<file path="src/rtl/muldiv_pkg.sv">
// Shared definitions for the iterative RV M-extension unit: funct3 encodings,
// FSM states and the W-result sign-extension helper.
package muldiv_pkg;

    localparam logic [2:0] OP_MUL    = 3'd0;
    localparam logic [2:0] OP_MULH   = 3'd1;
    localparam logic [2:0] OP_MULHSU = 3'd2;
    localparam logic [2:0] OP_MULHU  = 3'd3;
    localparam logic [2:0] OP_DIV    = 3'd4;
    localparam logic [2:0] OP_DIVU   = 3'd5;
    localparam logic [2:0] OP_REM    = 3'd6;
    localparam logic [2:0] OP_REMU   = 3'd7;

    typedef enum logic [1:0] {
        IDLE = 2'd0,
        MUL  = 2'd1,
        DIV  = 2'd2,
        DONE = 2'd3
    } state_t;

    function automatic logic [63:0] sext32(input logic [31:0] x);
        return {{32{x[31]}}, x};
    endfunction

endpackage

</file>
<file path="src/rtl/muldiv_div_step.sv">
// One combinational radix-2 restoring division step: shift in the next dividend
// bit, trial-subtract the divisor, keep the difference if it did not go negative.
module muldiv_div_step #(
    parameter int unsigned W = 64
) (
    input  logic [W:0]   i_rem,
    input  logic [W-1:0] i_dvsr,
    input  logic         i_bit,
    output logic [W:0]   o_rem,
    output logic         o_q
);

    logic [W+1:0] w_shift;
    logic [W+1:0] w_diff;

    assign w_shift = {i_rem, i_bit};
    assign w_diff  = w_shift - {2'b00, i_dvsr};
    assign o_q     = ~w_diff[W+1];
    assign o_rem   = o_q ? w_diff[W:0] : w_shift[W:0];

endmodule

</file>
<file path="src/rtl/muldiv_iter_unit.sv">
// Iterative RV M-extension execute unit: MUL_BPC-bit-per-cycle shift-add multiplier
// and radix-2 restoring divider on sign-stripped magnitudes, valid/ready handshake.
module muldiv_iter_unit
    import muldiv_pkg::*;
#(
    parameter int unsigned XLEN      = 64,
    parameter int unsigned MUL_BPC   = 4,
    parameter int unsigned DIV_EARLY = 1
) (
    input  logic            clk,
    input  logic            rst,
    input  logic            req_valid_i,
    output logic            req_ready_o,
    input  logic [2:0]      op_i,
    input  logic            word_i,
    input  logic [XLEN-1:0] op_1_i,
    input  logic [XLEN-1:0] op_2_i,
    input  logic            flush_i,
    output logic            resp_valid_o,
    input  logic            resp_ready_i,
    output logic [XLEN-1:0] result_o
);

    localparam int unsigned CW = $clog2(XLEN) + 1;
    localparam int unsigned PW = 2 * XLEN;

    function automatic logic [XLEN-1:0] wres(input logic [31:0] x);
        logic [63:0] t;
        t = sext32(x);
        return t[XLEN-1:0];
    endfunction

    state_t          r_state, w_state_nxt;
    logic [2:0]      r_op;
    logic            r_word, r_neg, r_rneg;
    logic [CW-1:0]   r_cnt;
    logic [PW-1:0]   r_acc, r_mcand;
    logic [XLEN-1:0] r_mplier, r_quo, r_dvsr, r_result;
    logic [XLEN:0]   r_rem;

    logic            w_word, w_a_sgn, w_b_sgn, w_a_neg, w_b_neg;
    logic            w_b_zero, w_ovf, w_fast, w_accept;
    logic [XLEN-1:0] w_a_ext, w_b_ext, w_a_mag, w_b_mag, w_fast_val, w_fast_res;
    logic [CW-1:0]   w_steps;

    // ---------------- operand preparation at accept ----------------
    assign w_word  = (XLEN == 64) ? word_i : 1'b0;
    assign w_a_sgn = (op_i == OP_MULH) || (op_i == OP_MULHSU) || (op_i == OP_DIV) || (op_i == OP_REM);
    assign w_b_sgn = (op_i == OP_MULH) || (op_i == OP_DIV) || (op_i == OP_REM);

    always_comb begin
        w_a_ext = op_1_i;
        w_b_ext = op_2_i;
        if (w_word) begin
            w_a_ext = w_a_sgn ? wres(op_1_i[31:0]) : XLEN'(op_1_i[31:0]);
            w_b_ext = w_b_sgn ? wres(op_2_i[31:0]) : XLEN'(op_2_i[31:0]);
        end
    end

    assign w_a_neg = w_a_sgn & w_a_ext[XLEN-1];
    assign w_b_neg = w_b_sgn & w_b_ext[XLEN-1];
    assign w_a_mag = w_a_neg ? -w_a_ext : w_a_ext;
    assign w_b_mag = w_b_neg ? -w_b_ext : w_b_ext;

    assign w_b_zero = (w_b_ext == '0);
    assign w_ovf    = ((op_i == OP_DIV) || (op_i == OP_REM)) &&
                      (w_word ? ((op_1_i[31:0] == 32'h8000_0000) && (op_2_i[31:0] == '1))
                              : ((op_1_i == {1'b1, {(XLEN-1){1'b0}}}) && (op_2_i == '1)));
    assign w_fast   = (DIV_EARLY != 0) && op_i[2] && (w_b_zero || w_ovf);

    // op_i[1] selects REM/REMU among the divide ops
    always_comb begin
        if (w_b_zero) w_fast_val = op_i[1] ? w_a_ext : '1;
        else          w_fast_val = op_i[1] ? '0 : w_a_ext;
        w_fast_res = w_word ? wres(w_fast_val[31:0]) : w_fast_val;
    end

    assign w_steps = op_i[2] ? (w_word ? CW'(32) : CW'(XLEN))
                             : (w_word ? CW'(32 / MUL_BPC) : CW'(XLEN / MUL_BPC));

    assign w_accept = (r_state == IDLE) && req_valid_i && !flush_i;

    // ---------------- multiplier step ----------------
    logic [PW-1:0]   w_pp, w_acc_nxt, w_prod;
    logic [XLEN-1:0] w_mul_sel, w_mul_res;

    always_comb begin
        w_pp = '0;
        for (int unsigned b = 0; b < MUL_BPC; b++) begin
            if (r_mplier[b]) w_pp = w_pp + (r_mcand << b);
        end
        w_acc_nxt = r_acc + w_pp;
        w_prod    = r_neg ? -w_acc_nxt : w_acc_nxt;
        if (r_op == OP_MUL) w_mul_sel = w_prod[XLEN-1:0];
        else                w_mul_sel = r_word ? XLEN'(w_prod[63:32]) : w_prod[PW-1:XLEN];
        w_mul_res = r_word ? wres(w_mul_sel[31:0]) : w_mul_sel;
    end

    // ---------------- divider step ----------------
    logic [XLEN:0]   w_rem_nxt;
    logic            w_qbit;
    logic [XLEN-1:0] w_quo_nxt, w_div_sel, w_div_res;

    muldiv_div_step #(.W(XLEN)) u_div_step (
        .i_rem  (r_rem),
        .i_dvsr (r_dvsr),
        .i_bit  (r_quo[XLEN-1]),
        .o_rem  (w_rem_nxt),
        .o_q    (w_qbit)
    );

    // dividend bits leave the top of r_quo while quotient bits enter at the bottom
    always_comb begin
        w_quo_nxt = {r_quo[XLEN-2:0], w_qbit};
        if (r_op[1]) w_div_sel = r_rneg ? -w_rem_nxt[XLEN-1:0] : w_rem_nxt[XLEN-1:0];
        else         w_div_sel = r_neg  ? -w_quo_nxt : w_quo_nxt;
        w_div_res = r_word ? wres(w_div_sel[31:0]) : w_div_sel;
    end

    // ---------------- FSM ----------------
    always_ff @(posedge clk) begin
        if (!rst) r_state <= IDLE;
        else      r_state <= w_state_nxt;
    end

    always_comb begin
        w_state_nxt = r_state;
        case (r_state)
            IDLE: if (req_valid_i) w_state_nxt = w_fast ? DONE : (op_i[2] ? DIV : MUL);
            MUL:  if (r_cnt == CW'(1)) w_state_nxt = DONE;
            DIV:  if (r_cnt == CW'(1)) w_state_nxt = DONE;
            DONE: if (resp_ready_i) w_state_nxt = IDLE;
            default: w_state_nxt = IDLE;
        endcase
        if (flush_i) w_state_nxt = IDLE;
    end

    assign req_ready_o  = (r_state == IDLE) && rst;
    assign resp_valid_o = (r_state == DONE);
    assign result_o     = r_result;

    // ---------------- datapath ----------------
    always_ff @(posedge clk) begin
        if (!rst) begin
            r_op     <= '0;
            r_word   <= 1'b0;
            r_neg    <= 1'b0;
            r_rneg   <= 1'b0;
            r_cnt    <= '0;
            r_acc    <= '0;
            r_mcand  <= '0;
            r_mplier <= '0;
            r_quo    <= '0;
            r_dvsr   <= '0;
            r_rem    <= '0;
            r_result <= '0;
        end else if (!flush_i) begin
            case (r_state)
                IDLE: if (w_accept) begin
                    r_op     <= op_i;
                    r_word   <= w_word;
                    r_cnt    <= w_steps;
                    r_acc    <= '0;
                    r_mcand  <= PW'(w_a_mag);
                    r_mplier <= w_b_mag;
                    r_rem    <= '0;
                    r_quo    <= w_word ? (w_a_mag << (XLEN - 32)) : w_a_mag;
                    r_dvsr   <= w_b_mag;
                    // a zero divisor must give an all-ones quotient whatever the dividend sign
                    r_neg    <= (w_a_neg ^ w_b_neg) & ~(op_i[2] & w_b_zero);
                    r_rneg   <= w_a_neg;
                    if (w_fast) r_result <= w_fast_res;
                end
                MUL: begin
                    r_acc    <= w_acc_nxt;
                    r_mcand  <= r_mcand << MUL_BPC;
                    r_mplier <= r_mplier >> MUL_BPC;
                    r_cnt    <= r_cnt - CW'(1);
                    if (r_cnt == CW'(1)) r_result <= w_mul_res;
                end
                DIV: begin
                    r_rem <= w_rem_nxt;
                    r_quo <= w_quo_nxt;
                    r_cnt <= r_cnt - CW'(1);
                    if (r_cnt == CW'(1)) r_result <= w_div_res;
                end
                default: ;
            endcase
        end
    end

endmodule
</file>
<file path="config.mk">
export PLATFORM = sky130hd
export DESIGN_NAME = muldiv_iter_unit
export DESIGN_NICKNAME = d
export VERILOG_FILES = /design/src/rtl/muldiv_pkg.sv /design/src/rtl/muldiv_div_step.sv /design/src/rtl/muldiv_iter_unit.sv
export SDC_FILE = /design/constraint.sdc
export NUM_CORES = 2
export LEC_CHECK = 0
export CAP_MARGIN = 20
export CORE_ASPECT_RATIO = 1.25
export CORE_MARGIN = 3
export CORE_UTILIZATION = 60
export DETAILED_ROUTE_END_ITERATION = 12
export GPL_TIMING_DRIVEN = 0
export PLACE_DENSITY = 0.86
export SETUP_SLACK_MARGIN = 0.4
export SLEW_MARGIN = 0
export SYNTH_ARGS = -nofsm -noshare
export SYNTH_HDL_FRONTEND = slang
export SYNTH_SLANG_ARGS = --single-unit
</file>
<file path="constraint.sdc">
create_clock -name clk -period 24.5 [get_ports clk]
set_input_delay 2.45 -clock clk [delete_from_list [all_inputs] [get_ports clk]]
set_output_delay 2.45 -clock clk [all_outputs]
set_load 0.005 [all_outputs]
</file>
==> results.json, run 1 <==
{
  "status": "stopped before the end",
  "lastStage": "global routing (5_1_grt)",
  "error": "[ERROR GRT-0116] Global routing finished with congestion. Check the congestion regions in the DRC Viewer.",
  "post_cts.repair.setup_buffers": 0,
  "max-clock-path-buffers": 3,
  "dieWidth_um": 331,
  "yosysSeqAreaShare": 0.150,
  "overflow": 17,
  "grtUsageTotal": 0.665,
  "cts.sinks": 592,
  "cts_resized": 0,
  "post-synth-top-count-cell": "a21oi_1",
  "cts-root-buf": "clkbuf_16",
  "syn_avg_cell_area_sq_um": 6.74,
  "async_reset_ff_frac": 0,
  "grt_pass1_vias": 99900,
  "dieHeight_um": 412,
  "holdBufCountCts": 0,
  "htreeDepth": 3,
  "hpwl_um": 347000,
  "synth_edf_count": 0,
  "netlist_area_sq_um": 79000,
  "ys.flop_type": "dfxtp_1",
  "start_util": 0.605,
  "synth.distinct_cells": 104,
  "synth_area_leader_cell": "dfxtp_1",
  "grt_start_max_net_pins": 16,
  "synth_top_area_frac": 0.150,
  "synth_seq_cells": 592,
  "ys_top_cells_by_area": "dfxtp_1 15%, ha_1 9.1%, a21oi_1 8.9%",
  "io_pins": 203,
  "ys_top_cells_by_count": "1402 x a21oi_1, 1399 x nand2_1, 1195 x nor2_1",
  "synth_nets": 12400,
  "grt_pass1_wl_um": 679000,
  "synth_warnings": 0,
  "num_rows": 148,
  "place.gp.congestion": 1.32,
  "cts_buffers": 69,
  "place_inst": 13700,
  "io_buffer_count": 195,
  "synthCells": 11700
}
## per-stage QoR
| step | worst slack [ns] | instance area (sq um) |
|---|---|---|
| after CTS | 1.40 | 86300 |
| after detailed placement | 1.47 | 83900 |
| after global placement | 0.548 | 83100 |
| after floorplan | 9.14 | 79000 |
## cells by family after synthesis
kind of cell	Yosys count	share of synthesized area
AOI/OAI and AO/OA	4052	0.324
xor gates and xnor gates	875	0.0974
adders and majority gates	596	0.0943
buffers and inverters	1175	0.0559
DFF	592	0.150
muxes	242	0.0331
and+or+nand+nor	4192	0.246
## per-layer routing
layer  overflow  global-route usage
met2          6               0.883
met5          0              0.0663
met4         11               0.691
met1          0               0.676
met3          0               0.418
==> run 2, diff against run 1 <==
CORE_ASPECT_RATIO = unset   (was 1.25)
CORE_UTILIZATION = 40   (was 60)
PLACE_DENSITY = unset   (was 0.86)
PLACE_DENSITY_LB_ADDON = 0.15   (was unset)
SETUP_SLACK_MARGIN = unset   (was 0.4)
==> results.json, run 2 <==
{
  "final_util": 0.450,
  "ys_top_cells_by_area": "dfxtp_1 15%, ha_1 9.1%, a21oi_1 8.9%",
  "synth_warnings": 0,
  "final_cell_area_sq_um": 88100,
  "ir_worst_vdd_uv": 59.3,
  "hold_class": "flop to flop",
  "holdBufCountCts": 0,
  "tightestPinTransition_ns": 1.44,
  "p_int_w": 0.00203,
  "leakage_nw": 35.2,
  "area_growth_syn_to_layout_pct": 11.5,
  "synth_top_area_frac": 0.150,
  "grt_setup_unrepaired": "false",
  "crit_type": "flop to flop",
  "hold_viol_final": 0,
  "final_cells": 14800,
  "clk_latency_ns": 0.77,
  "cts_tree": "built",
  "dieWidth_um": 450,
  "placed_area_sq_um": 85200,
  "cts.sinks": 592,
  "slew-limit-headroom": 0.0343,
  "power_frac_seq": 0.293,
  "start_util": 0.404,
  "switchingPower_w": 0.00160,
  "synth_area_leader_cell": "dfxtp_1",
  "cts-root-buf": "clkbuf_16",
  "reg2reg_from": "r_mplier[0]",
  "p_clk_frac": 0.338,
  "regArea_sq_um": 11900,
  "yosysSeqAreaShare": 0.150,
  "postRouteAntennaNets": 0,
  "min_to": "r_mplier[25]",
  "fp.dieArea_sq_um": 203000,
  "hpwl_um": 408000,
  "max_freq_ghz": 0.0408,
  "switching_share": 0.440,
  "post-synth-top-count-cell": "a21oi_1",
  "setup_viol": 0,
  "fin_crit_ns": 24.48,
  "drive_gt1_frac": 0.0429,
  "cp-start-kind": "flop",
  "num_rows": 162,
  "grt_start_max_net_pins": 14,
  "num_vias": 98600,
  "antenna_found_initial": 40,
  "status": "complete, no violations",
  "drtIter0Drc": 13300,
  "dieHeight_um": 450,
  "fillCellCount": 20700,
  "multi_input_area_sq_um": 62800,
  "ys.flop_type": "dfxtp_1",
  "slowest_stage": "a311oi_2",
  "place_inst": 14600,
  "pwr-share-comb": 0.369,
  "syn_avg_cell_area_sq_um": 6.74,
  "worstPathArrival_ns": 25.04,
  "finalMaxSlewViolations": 0,
  "synth.distinct_cells": 104,
  "place.gp.congestion": 1.13,
  "final_common_cell": "a21oi_1",
  "routed_wl_um": 492000,
  "min_path_cells": 2,
  "max-clock-path-buffers": 3,
  "cpPeakStageDelay_ns": 0.77,
  "async_reset_ff_frac": 0,
  "io_pins": 203,
  "cts_resized": 1,
  "wire_per_inst_um": 33.3,
  "regToRegEndpoint": "result_o[59]",
  "worst-path-buf-inv": 14,
  "overflow": 0,
  "post_cts.repair.setup_buffers": 0,
  "worst-r2r-cell-count": 77,
  "grtUsageTotal": 0.461,
  "core-area_sq_um": 196000,
  "reg_top3": "r_acc: 128 flops, r_mcand: 128 flops, r_rem: 65 flops",
  "place_ws_ns": -0.232,
  "cts_buffers": 77,
  "htreeDepth": 3,
  "cp_max_fo": 10,
  "ys_top_cells_by_count": "1402 x a21oi_1, 1399 x nand2_1, 1195 x nor2_1",
  "io_buffer_count": 195,
  "netlist_area_sq_um": 79000,
  "synthCells": 11700,
  "powerDensity_nw_per_um2": 41.2,
  "drt_pass1_iterations": 9,
  "cp-end-kind": "flop",
  "layout_setup_ws_ns": 0.0183,
  "synth_nets": 12400,
  "finalPower_w": 0.00363,
  "mostFrequentLayoutCells": "1400 x a21oi_1, 1399 x nand2_1, 1194 x nor2_1",
  "clk_pin_slew_ns": 0.07,
  "drc_errors": 0,
  "grt_pass1_vias": 91200,
  "num-nets-final": 12800,
  "drt-vias-per-instance": 6.67,
  "cp.required_ns": 25.06,
  "synth_seq_cells": 592,
  "fin_skew_ns": 0.0712,
  "synth_edf_count": 0,
  "finalCritPeriodShare": 0.999,
  "min-delay-start": "r_mplier[25]",
  "r2r_slack_ns": 0.02,
  "grt_pass1_wl_um": 680000,
  "crit_family": "compound AO/OA/AOI/OAI gates",
  "maxCapViolCount": 0
}
-- run 2: cell counts after synthesis --
Identical to the previous run, type by type.
-- run 2: how the worst max path moves through the flow --
stage                      startpoint           end  slack, ns  depth (start not counted)
after CTS                 r_mplier[0]  result_o[59]       0.03                         76
final                     r_mplier[0]  result_o[59]       0.02                         77
after global placement    r_mplier[0]  result_o[59]      -1.87                         64
after global routing      r_mplier[0]  result_o[59]        0.1                         75
after detailed placement  r_mplier[0]  result_o[59]      -0.23                         76
after floorplan           r_mplier[0]  result_o[59]       9.14                         73
-- run 2: metrics by stage --
step,setup TNS (ns),hold slack (ns)
after CTS,0,0.453
final,0,0.452
after detailed placement,-0.232,0.444
after global placement,-7.99,0.439
after floorplan,0,0.431
after global routing,0,0.469
-- run 2: worst min-delay path: stages (launching register included) --
cell and delay (ns):
dfxtp_1 0.31, nand2_1 0.05, a21oi_1 0.05
-- run 2: power groups by stage --
stage	sequential (W)	combinational [W]	clock (W)
6_report	0.00106	0.00134	0.00123
5_1_grt	0.00106	0.00137	0.00126
4_1_cts	0.00106	0.00127	0.00122
3_5_place_dp	0.00108	0.00126	0
3_3_place_gp	0.00108	0.00124	0
2_1_floorplan	0.00104	0.000691	0
-- run 2: layer usage --
| layer | share of wire | up-vias | track usage |
|---|---|---|---|
| met5 | 0.00059 | - | 0.00616 |
| li1 | - | 43500 | - |
| met3 | 0.099 | 1695 | 0.110 |
| met1 | 0.36 | 47200 | 0.531 |
| met4 | 0.11 | 16 | 0.433 |
| met2 | 0.42 | 6223 | 0.699 |
-- run 2: area by class of cell --
type	instances	area share
multi-input cells	9957	0.712
flip-flops and latches	592	0.135
plain buffers	796	0.0343
well taps	2624	0.0373
inverters	379	0.0161
clock buffers	103	0.0246
repair buffers	280	0.0355
diodes	19	0.000540
clock inverters	37	0.00479
-- run 2: logic make-up (layout without fill, tap and decap cells) --
kind of cell             count (synthesis)  after routing  share of synthesized area
adder cells (fa/ha/maj)                596            596                     0.0943
multiplexers                           242            242                     0.0331
XOR/XNOR                               875            875                     0.0974
flip-flops                             592            592                      0.150
buffers and inverters                 1175           1595                     0.0559
AO/OA/AOI/OAI                         4052           4052                      0.324
other                                    0             19                          0
AND/OR/NAND/NOR                       4192           4192                      0.246
Note: power is estimated with default switching activity, not from simulation.
